<file path="src/rtl/ibex_fpu_issue_ctrl_pkg.sv">
// Shared types and helpers for the FP issue controller: op encoding, FSM states,
// latency classes, destination selection and status-to-fflags mapping.
package ibex_fpu_issue_ctrl_pkg;

  typedef enum logic [4:0] {
    FPU_NOP            = 5'd0,
    FPU_ADD            = 5'd1,
    FPU_SUB            = 5'd2,
    FPU_MUL            = 5'd3,
    FPU_DIV            = 5'd4,
    FPU_SQRT           = 5'd5,
    FPU_MADD           = 5'd6,
    FPU_MSUB           = 5'd7,
    FPU_NMADD          = 5'd8,
    FPU_NMSUB          = 5'd9,
    FPU_MIN            = 5'd10,
    FPU_MAX            = 5'd11,
    FPU_SGNJ           = 5'd12,
    FPU_SGNJN          = 5'd13,
    FPU_SGNJX          = 5'd14,
    FPU_CMP_EQ         = 5'd15,
    FPU_CMP_LT         = 5'd16,
    FPU_CMP_LE         = 5'd17,
    FPU_FLOAT2INT      = 5'd18,
    FPU_FLOAT2INT_U    = 5'd19,
    FPU_INT2FLOAT      = 5'd20,
    FPU_INT2FLOAT_U    = 5'd21,
    FPU_MOVE_FLOAT2INT = 5'd22,
    FPU_MOVE_INT2FLOAT = 5'd23,
    FPU_FCLASS         = 5'd24
  } fpu_op_e;

  typedef enum logic [1:0] {
    ST_IDLE = 2'd0,
    ST_EXEC = 2'd1,
    ST_WB   = 2'd2
  } fpu_state_e;

  typedef enum logic [2:0] {
    LAT_NONE = 3'd0,
    LAT_BASE_C = 3'd1,
    LAT_MAC_C = 3'd2,
    LAT_DIV_C = 3'd3,
    LAT_SQRT_C = 3'd4
  } fpu_lat_class_e;

  // Bit positions of the individual exceptions inside the datapath status byte
  localparam int unsigned STATUS_NV_BIT = 2;
  localparam int unsigned STATUS_UF_BIT = 3;
  localparam int unsigned STATUS_OF_BIT = 4;
  localparam int unsigned STATUS_NX_BIT = 5;
  localparam int unsigned STATUS_DZ_BIT = 7;

  // LAT_NONE marks FPU_NOP and every undefined encoding; both are dropped at issue.
  function automatic fpu_lat_class_e fpu_latency_class(fpu_op_e op);
    case (op)
      FPU_ADD, FPU_SUB, FPU_MUL, FPU_MIN, FPU_MAX,
      FPU_SGNJ, FPU_SGNJN, FPU_SGNJX,
      FPU_CMP_EQ, FPU_CMP_LT, FPU_CMP_LE,
      FPU_FLOAT2INT, FPU_FLOAT2INT_U, FPU_INT2FLOAT, FPU_INT2FLOAT_U,
      FPU_MOVE_FLOAT2INT, FPU_MOVE_INT2FLOAT, FPU_FCLASS: return LAT_BASE_C;
      FPU_MADD, FPU_MSUB, FPU_NMADD, FPU_NMSUB:            return LAT_MAC_C;
      FPU_DIV:                                             return LAT_DIV_C;
      FPU_SQRT:                                            return LAT_SQRT_C;
      default:                                             return LAT_NONE;
    endcase
  endfunction

  function automatic logic fpu_dst_is_int(fpu_op_e op);
    return op inside {FPU_FLOAT2INT, FPU_FLOAT2INT_U, FPU_MOVE_FLOAT2INT,
                      FPU_CMP_EQ, FPU_CMP_LT, FPU_CMP_LE, FPU_FCLASS};
  endfunction

  // Bit moves cannot raise exceptions, so their status is ignored.
  function automatic logic [4:0] fpu_flags_from_status(fpu_op_e op, logic [7:0] s);
    if (op inside {FPU_SGNJ, FPU_SGNJN, FPU_SGNJX, FPU_MOVE_FLOAT2INT,
                   FPU_MOVE_INT2FLOAT, FPU_FCLASS}) begin
      return 5'b00000;
    end
    return {s[STATUS_NV_BIT], s[STATUS_DZ_BIT], s[STATUS_OF_BIT],
            s[STATUS_UF_BIT], s[STATUS_NX_BIT]};
  endfunction

endpackage

</file>
<file path="src/rtl/ibex_fpu_issue_ctrl.sv">
// Issue controller that sequences one FP op at a time through the combinational
// FPU datapath, holds its result for writeback and accumulates sticky fflags.
module ibex_fpu_issue_ctrl
  import ibex_fpu_issue_ctrl_pkg::*;
#(
  parameter int unsigned LAT_BASE = 1,
  parameter int unsigned LAT_MAC  = 2,
  parameter int unsigned LAT_DIV  = 4,
  parameter int unsigned LAT_SQRT = 4
) (
  input  logic        clk_i,
  input  logic        rst_i,
  input  logic        flush_i,
  input  logic        req_valid_i,
  output logic        req_ready_o,
  input  fpu_op_e     req_op_i,
  input  logic [2:0]  req_rm_i,
  input  logic [31:0] req_rs1_i,
  input  logic [31:0] req_rs2_i,
  input  logic [31:0] req_rs3_i,
  input  logic [31:0] req_rs1_int_i,
  input  logic [4:0]  req_rd_i,
  output fpu_op_e     fpu_op_o,
  output logic [2:0]  fpu_rm_o,
  output logic [31:0] fpu_rs1_o,
  output logic [31:0] fpu_rs2_o,
  output logic [31:0] fpu_rs3_o,
  output logic [31:0] fpu_rs1_int_o,
  input  logic [31:0] fpu_fp_wdata_i,
  input  logic [31:0] fpu_int_wdata_i,
  input  logic [7:0]  fpu_status_i,
  output logic        wb_valid_o,
  input  logic        wb_ready_i,
  output logic        wb_is_int_o,
  output logic [4:0]  wb_addr_o,
  output logic [31:0] wb_data_o,
  output logic [4:0]  fflags_o,
  input  logic        fflags_clr_i,
  output logic        busy_o,
  output fpu_state_e  state_o
);

  localparam int unsigned LAT_MAX_A = (LAT_BASE > LAT_MAC) ? LAT_BASE : LAT_MAC;
  localparam int unsigned LAT_MAX_B = (LAT_DIV > LAT_SQRT) ? LAT_DIV : LAT_SQRT;
  localparam int unsigned LAT_MAX   = (LAT_MAX_A > LAT_MAX_B) ? LAT_MAX_A : LAT_MAX_B;
  localparam int unsigned CNT_W     = $clog2(LAT_MAX + 1);

  localparam logic [CNT_W-1:0] CNT_BASE = CNT_W'(LAT_BASE - 1);
  localparam logic [CNT_W-1:0] CNT_MAC  = CNT_W'(LAT_MAC - 1);
  localparam logic [CNT_W-1:0] CNT_DIV  = CNT_W'(LAT_DIV - 1);
  localparam logic [CNT_W-1:0] CNT_SQRT = CNT_W'(LAT_SQRT - 1);

  fpu_state_e       state_q;
  logic [CNT_W-1:0] cnt_q;
  fpu_op_e          op_q;
  logic [2:0]       rm_q;
  logic [31:0]      rs1_q, rs2_q, rs3_q, rs1_int_q;
  logic [4:0]       rd_q;
  logic             wb_is_int_q;
  logic [31:0]      wb_data_q;
  logic [4:0]       flags_new_q;
  logic [4:0]       fflags_q;

  fpu_lat_class_e   req_class;
  logic             req_is_op;
  logic             accept;
  logic             wb_hs;
  logic [CNT_W-1:0] req_cnt;

  /*
   * Handshakes: a transfer happens on a rising edge where valid and ready are
   * both high; valid never depends on ready. flush_i masks both req_ready_o and
   * wb_valid_o in its cycle, so a flushed op can neither issue nor retire.
   */
  assign req_class   = fpu_latency_class(req_op_i);
  assign req_is_op   = (req_class != LAT_NONE);
  assign wb_valid_o  = (state_q == ST_WB) && !flush_i;
  assign wb_hs       = wb_valid_o && wb_ready_i;
  assign req_ready_o = !flush_i && ((state_q == ST_IDLE) || ((state_q == ST_WB) && wb_ready_i));
  assign accept      = req_valid_i && req_ready_o;

  always_comb begin
    req_cnt = CNT_BASE;
    case (req_class)
      LAT_MAC_C:  req_cnt = CNT_MAC;
      LAT_DIV_C:  req_cnt = CNT_DIV;
      LAT_SQRT_C: req_cnt = CNT_SQRT;
      default:    req_cnt = CNT_BASE;
    endcase
  end

  always_ff @(posedge clk_i) begin
    if (rst_i) begin
      state_q     <= ST_IDLE;
      cnt_q       <= '0;
      op_q        <= FPU_NOP;
      rm_q        <= '0;
      rs1_q       <= '0;
      rs2_q       <= '0;
      rs3_q       <= '0;
      rs1_int_q   <= '0;
      rd_q        <= '0;
      wb_is_int_q <= 1'b0;
      wb_data_q   <= '0;
      flags_new_q <= '0;
      fflags_q    <= '0;
    end else begin
      // A clear together with a retiring op leaves only that op's flags
      if (fflags_clr_i) begin
        fflags_q <= wb_hs ? flags_new_q : 5'b00000;
      end else if (wb_hs) begin
        fflags_q <= fflags_q | flags_new_q;
      end

      if (accept && req_is_op) begin
        op_q      <= req_op_i;
        rm_q      <= req_rm_i;
        rs1_q     <= req_rs1_i;
        rs2_q     <= req_rs2_i;
        rs3_q     <= req_rs3_i;
        rs1_int_q <= req_rs1_int_i;
        rd_q      <= req_rd_i;
        cnt_q     <= req_cnt;
      end

      if (flush_i) begin
        state_q <= ST_IDLE;
      end else begin
        case (state_q)
          ST_IDLE: begin
            if (accept && req_is_op) state_q <= ST_EXEC;
          end
          ST_EXEC: begin
            if (cnt_q != '0) begin
              cnt_q <= cnt_q - 1'b1;
            end else begin
              wb_is_int_q <= fpu_dst_is_int(op_q);
              wb_data_q   <= fpu_dst_is_int(op_q) ? fpu_int_wdata_i : fpu_fp_wdata_i;
              flags_new_q <= fpu_flags_from_status(op_q, fpu_status_i);
              state_q     <= ST_WB;
            end
          end
          ST_WB: begin
            if (wb_hs) state_q <= (accept && req_is_op) ? ST_EXEC : ST_IDLE;
          end
          default: state_q <= ST_IDLE;
        endcase
      end
    end
  end

  assign fpu_op_o      = (state_q == ST_EXEC) ? op_q : FPU_NOP;
  assign fpu_rm_o      = rm_q;
  assign fpu_rs1_o     = rs1_q;
  assign fpu_rs2_o     = rs2_q;
  assign fpu_rs3_o     = rs3_q;
  assign fpu_rs1_int_o = rs1_int_q;
  assign wb_is_int_o   = wb_is_int_q;
  assign wb_addr_o     = rd_q;
  assign wb_data_o     = wb_data_q;
  assign fflags_o      = fflags_q;
  assign busy_o        = (state_q != ST_IDLE);
  assign state_o       = state_q;

endmodule
</file>
<file path="config.mk">
export PLATFORM = sky130hd
export DESIGN_NAME = ibex_fpu_issue_ctrl
export DESIGN_NICKNAME = d
export VERILOG_FILES = /design/src/rtl/ibex_fpu_issue_ctrl_pkg.sv /design/src/rtl/ibex_fpu_issue_ctrl.sv
export SDC_FILE = /design/constraint.sdc
export NUM_CORES = 1
export LEC_CHECK = 0
export CAP_MARGIN = 20
export CORE_AREA = 2 2 156 158
export DETAILED_ROUTE_END_ITERATION = 8
export DIE_AREA = 0 0 158 160
export HOLD_SLACK_MARGIN = 0.03
export PLACE_DENSITY = 0.65
export SYNTH_ARGS = -nofsm -noshare
export SYNTH_HDL_FRONTEND = slang
export SYNTH_SLANG_ARGS = --single-unit
</file>
<file path="constraint.sdc">
create_clock -name clk_i -period 4.1 [get_ports clk_i]
set_clock_uncertainty 0.1 [all_clocks]
set_input_delay 0.41 -clock clk_i [delete_from_list [all_inputs] [get_ports clk_i]]
set_output_delay 0.41 -clock clk_i [all_outputs]
set_load 0.1 [all_outputs]
</file>
==> summary.md <==
| Metric | Value |
|---|---|
| VDD IR max | approximately 290 uV |
| Hold path cells | 2 |
| Setup ws final | between 0.9 and 1 ns |
| Total grt overflow | 0 |
| Worst path cell trace | nor2b_1 -> and2_1 -> clkdlybuf4s50_1 |
| Final Util | 0.5221 |
| Sequential cell area fraction in the yosys report | 0.4855 |
| FF/Latch Area | between 3000 and 4000 um^2 |
| CTS tree | built |
| Hold Path Sink | fpu_rm_o[2] |
| Synth Area per Inst | about 8.3 um^2 |
| Layout cell share with drive strength beyond 1 | 0.04599 |
| Clock buffer depth | 2 |
| Tmin final | between 3 and 4 ns |
| Pre-CTS setup slack | 0.9741 ns |
| Yosys reg bits | ~190 |
| Layout area overhead | 59.56% |
| Hold wc startpoint | rst_i |
| Pwr per Cell Area | between 300 and 400 nW/um^2 |
| Inst Count DP | about 1,600 |
| Worst-path fanout max | 7 |
| Multi-input logic area | around 3500 um^2 |
| I/O Pins | around 400 |
| Starting density of the core | 0.3272 |
| Dpl cell area | between 10,000 and 15,000 um^2 |
| Status | completed |
| Largest net degree at the start of global routing | 110 |
| Post-cts resize count | 0 |
| Root buf cell | clkbuf_16 |
| Synth Flop Type | dfxtp_1 |
| Via count | slightly above 8,000 |
| Chip width | roughly 160 um |
| Worst R2R Path Depth | 5 |
| Crit-path max cell delay | 1.14 ns |
| First-pass GRT wire length | between 40,000 and 50,000 um |
| Syn Nets | 1,161 |
| Setup_tns | 0 ns |
| Crit path max-delay cell type | clkdlybuf4s50_1 |
| Setup-failing EPs final | 0 |
| DRT Pass-1 Iters | 5 |
| Cell family with most CP delay | buffers and inverters |
| Post-route ant nets | 0 |
| Core footprint | ~24,000 um^2 |
| Wirelength, routed | between 20,000 and 30,000 um |
| Total GRT Usage | 0.2136 |
| Cells after Synth | 939 |
| DR iter-0 viols | 655 |
| Post-synth top area share | 0.4855 |
| # port buffers | between 300 and 400 |
| Min-Delay Path Class | primary input to flop |
| Vias in the first global route | around 7,800 |
| Worst EP required | ~3.6 ns |
| Clk Latency, worst-skew pair | 0.43 ns |
| TritonCTS Buffers | 17 |
| # hold bufs at CTS | 0 |
| Post-detail-place hpwl | ~19,000 um |
| Synth warnings | 0 |
| Max-Cap Viols | 0 |
| Slew @ Worst Pin | between 1 and 1.5 ns |
| Pleak | 4.150 nW |
| Initial antenna violation count | 0 |
| Crit path kind | flop to output pin |
| Die Span Y | 160 um |
| Yosys cell types | between 40 and 50 |
| Number of H-tree levels | 4 |
| Rel. slew slack | 0.2885 |
| Final Hold Fails | 0 |
| Buffers and inverters on the worst path | 1 |
| Worst reg-to-reg setup slack | 1.72 ns |
| Nets | 1,492 |
| GP Congestion | ~0.8 |
| Syn Std Cell Area | just under 8000 um^2 |
| Post-synth EDFFs | 0 |
| CTS clk-pin slew, worst paths | 0.08 ns |
| R2r startpoint | state_o[0] |
| Tcrit/Tclk final | 0.7609 |
| Arr. time, crit path | between 2 and 3 ns |
| # rows | 57 |
| Post-synth ARST share | 0 |
| CP startpoint kind | flop |
| Setup repair bufs after CTS | 0 |
| Avg WL per Cell | between 15 and 20 um |
| RSZ-0062 raised after global routing | false |
| Final Max Slew Viols | 0 |
| Fin cells | 1,607 |
| Fillers | between 2,000 and 2,500 |
| Crit Reg-Reg Endpoint | fpu_rs2_o[31] |
| Fmax | around 320 MHz |
| Drt via density | 5.152 |
| Remaining DRCs | 0 |
| DIE AREA | 25,280 um^2 |
| Sink Count | between 150 and 200 |
| Worst setup EP type | output pin |
| Top post-synthesis cells by area | dfxtp_1, o21ai_0, nand3_1 |
| ANT cells | 0 |
| Final instance area | 12,440 um^2 |
| Cell taking the most area after synthesis | dfxtp_1 |
[power breakdown]
| part | internal (mW) | switching [mW] | total (mW) |
|---|---|---|---|
| registers | 1.90 | 0.0335 | 1.94 |
| logic | 0.380 | 0.788 | 1.17 |
| clock network | 0.883 | 0.799 | 1.68 |
[cells in the mapped netlist (4+ instances only)]
library cell  number
a32oi_1            5
nor2_1            49
nand3_1          174
dfxtp_1          189
buf_1             13
a311oi_1          33
clkbuf_1          42
nand2_1            6
a21oi_1          150
and2_1             9
clkbuf_2           7
buf_6             18
nand2b_1           4
o21ai_0          175
buf_2             21
nor2b_1            8
[registers in the layout (all words and copies together) (netlist names)]
| signal | flops |
|---|---|
| fpu_rs1_int_o | 32 |
| fpu_rs1_o | 32 |
| fpu_rs2_o | 32 |
| fpu_rs3_o | 32 |
| wb_data_o | 32 |
| fflags_o | 5 |
| flags_new_q | 5 |
| op_q | 5 |
| wb_addr_o | 5 |
| cnt_q | 3 |
| fpu_rm_o | 3 |
| state_o | 2 |
| wb_is_int_o | 1 |
[cell usage in the layout (no fill, tap or decap), types with 4 or more instances in the layout]
master / Yosys / final
nand2b_1: 4 / 4
clkdlybuf4s50_1: 0 / 396
nor2_1: 49 / 48
o21ai_0: 175 / 175
buf_12: 0 / 5
nor2b_1: 8 / 8
a311oi_1: 33 / 33
clkbuf_16: 0 / 17
buf_4: 1 / 12
a32oi_1: 5 / 5
nand2_1: 6 / 6
and2_1: 9 / 9
a21oi_1: 150 / 150
dfxtp_1: 189 / 189
nand3_1: 174 / 173
[routing by layer]
layer  wire (um)  global-route usage  part of all wire  vias to the layer above
li1            -                   -                 -                     4064
met1       11860              0.2737              0.42                     3870
met2       13790              0.3512              0.49                      305
met3        1993             0.04668             0.070                       40
met4         709             0.07862             0.025                        0
met5           0                   0                 0                        -
[through the flow]
step | hold WS (ns) | power (mW)
final | 0.3661 | 4.789
after CTS | 0.3521 | 4.850
after global placement | 0.3597 | 3.145
after global routing | 0.3778 | 4.977
after floorplan | 0.3541 | 2.740
after detailed placement | 0.3651 | 3.152
[cell families after synthesis]
kind of cell | Yosys count | synth area share
buffers and inverters | 105 | 0.07288
AND/OR/NAND/NOR | 265 | 0.1689
XOR/XNOR | 1 | 0.001124
multiplexers | 1 | 0.001445
AO/OA/AOI/OAI | 375 | 0.2654
flip-flops | 189 | 0.4855
adder cells (fa/ha/maj) | 3 | 0.004817
[worst max path at each step]
stage,to,start,depth (start not counted),slack (ns)
final,fpu_op_o[1],state_o[0],3,0.98
after global routing,fpu_op_o[2],state_o[0],3,0.84
after CTS,fpu_op_o[2],state_o[0],3,0.96
after detailed placement,fpu_rs3_o[10],req_op_i[2],8,0.97
after global placement,fpu_rs3_o[13],req_op_i[2],8,1.02
after floorplan,fpu_op_o[0],state_o[0],2,1.45
[cell type report]
| cell class | instances | share of cell area |
|---|---|---|
| Clock buffer | 19 | 0.03562 |
| Clock inverter | 13 | 0.01227 |
| Inverter | 3 | 0.0009055 |
| Multi-Input combinational cell | 645 | 0.2794 |
| Sequential cell | 189 | 0.3043 |
| Tap cell | 324 | 0.03260 |
| Timing Repair Buffer | 414 | 0.3349 |
No activity file was read; power rests on OpenSTA's default activity.
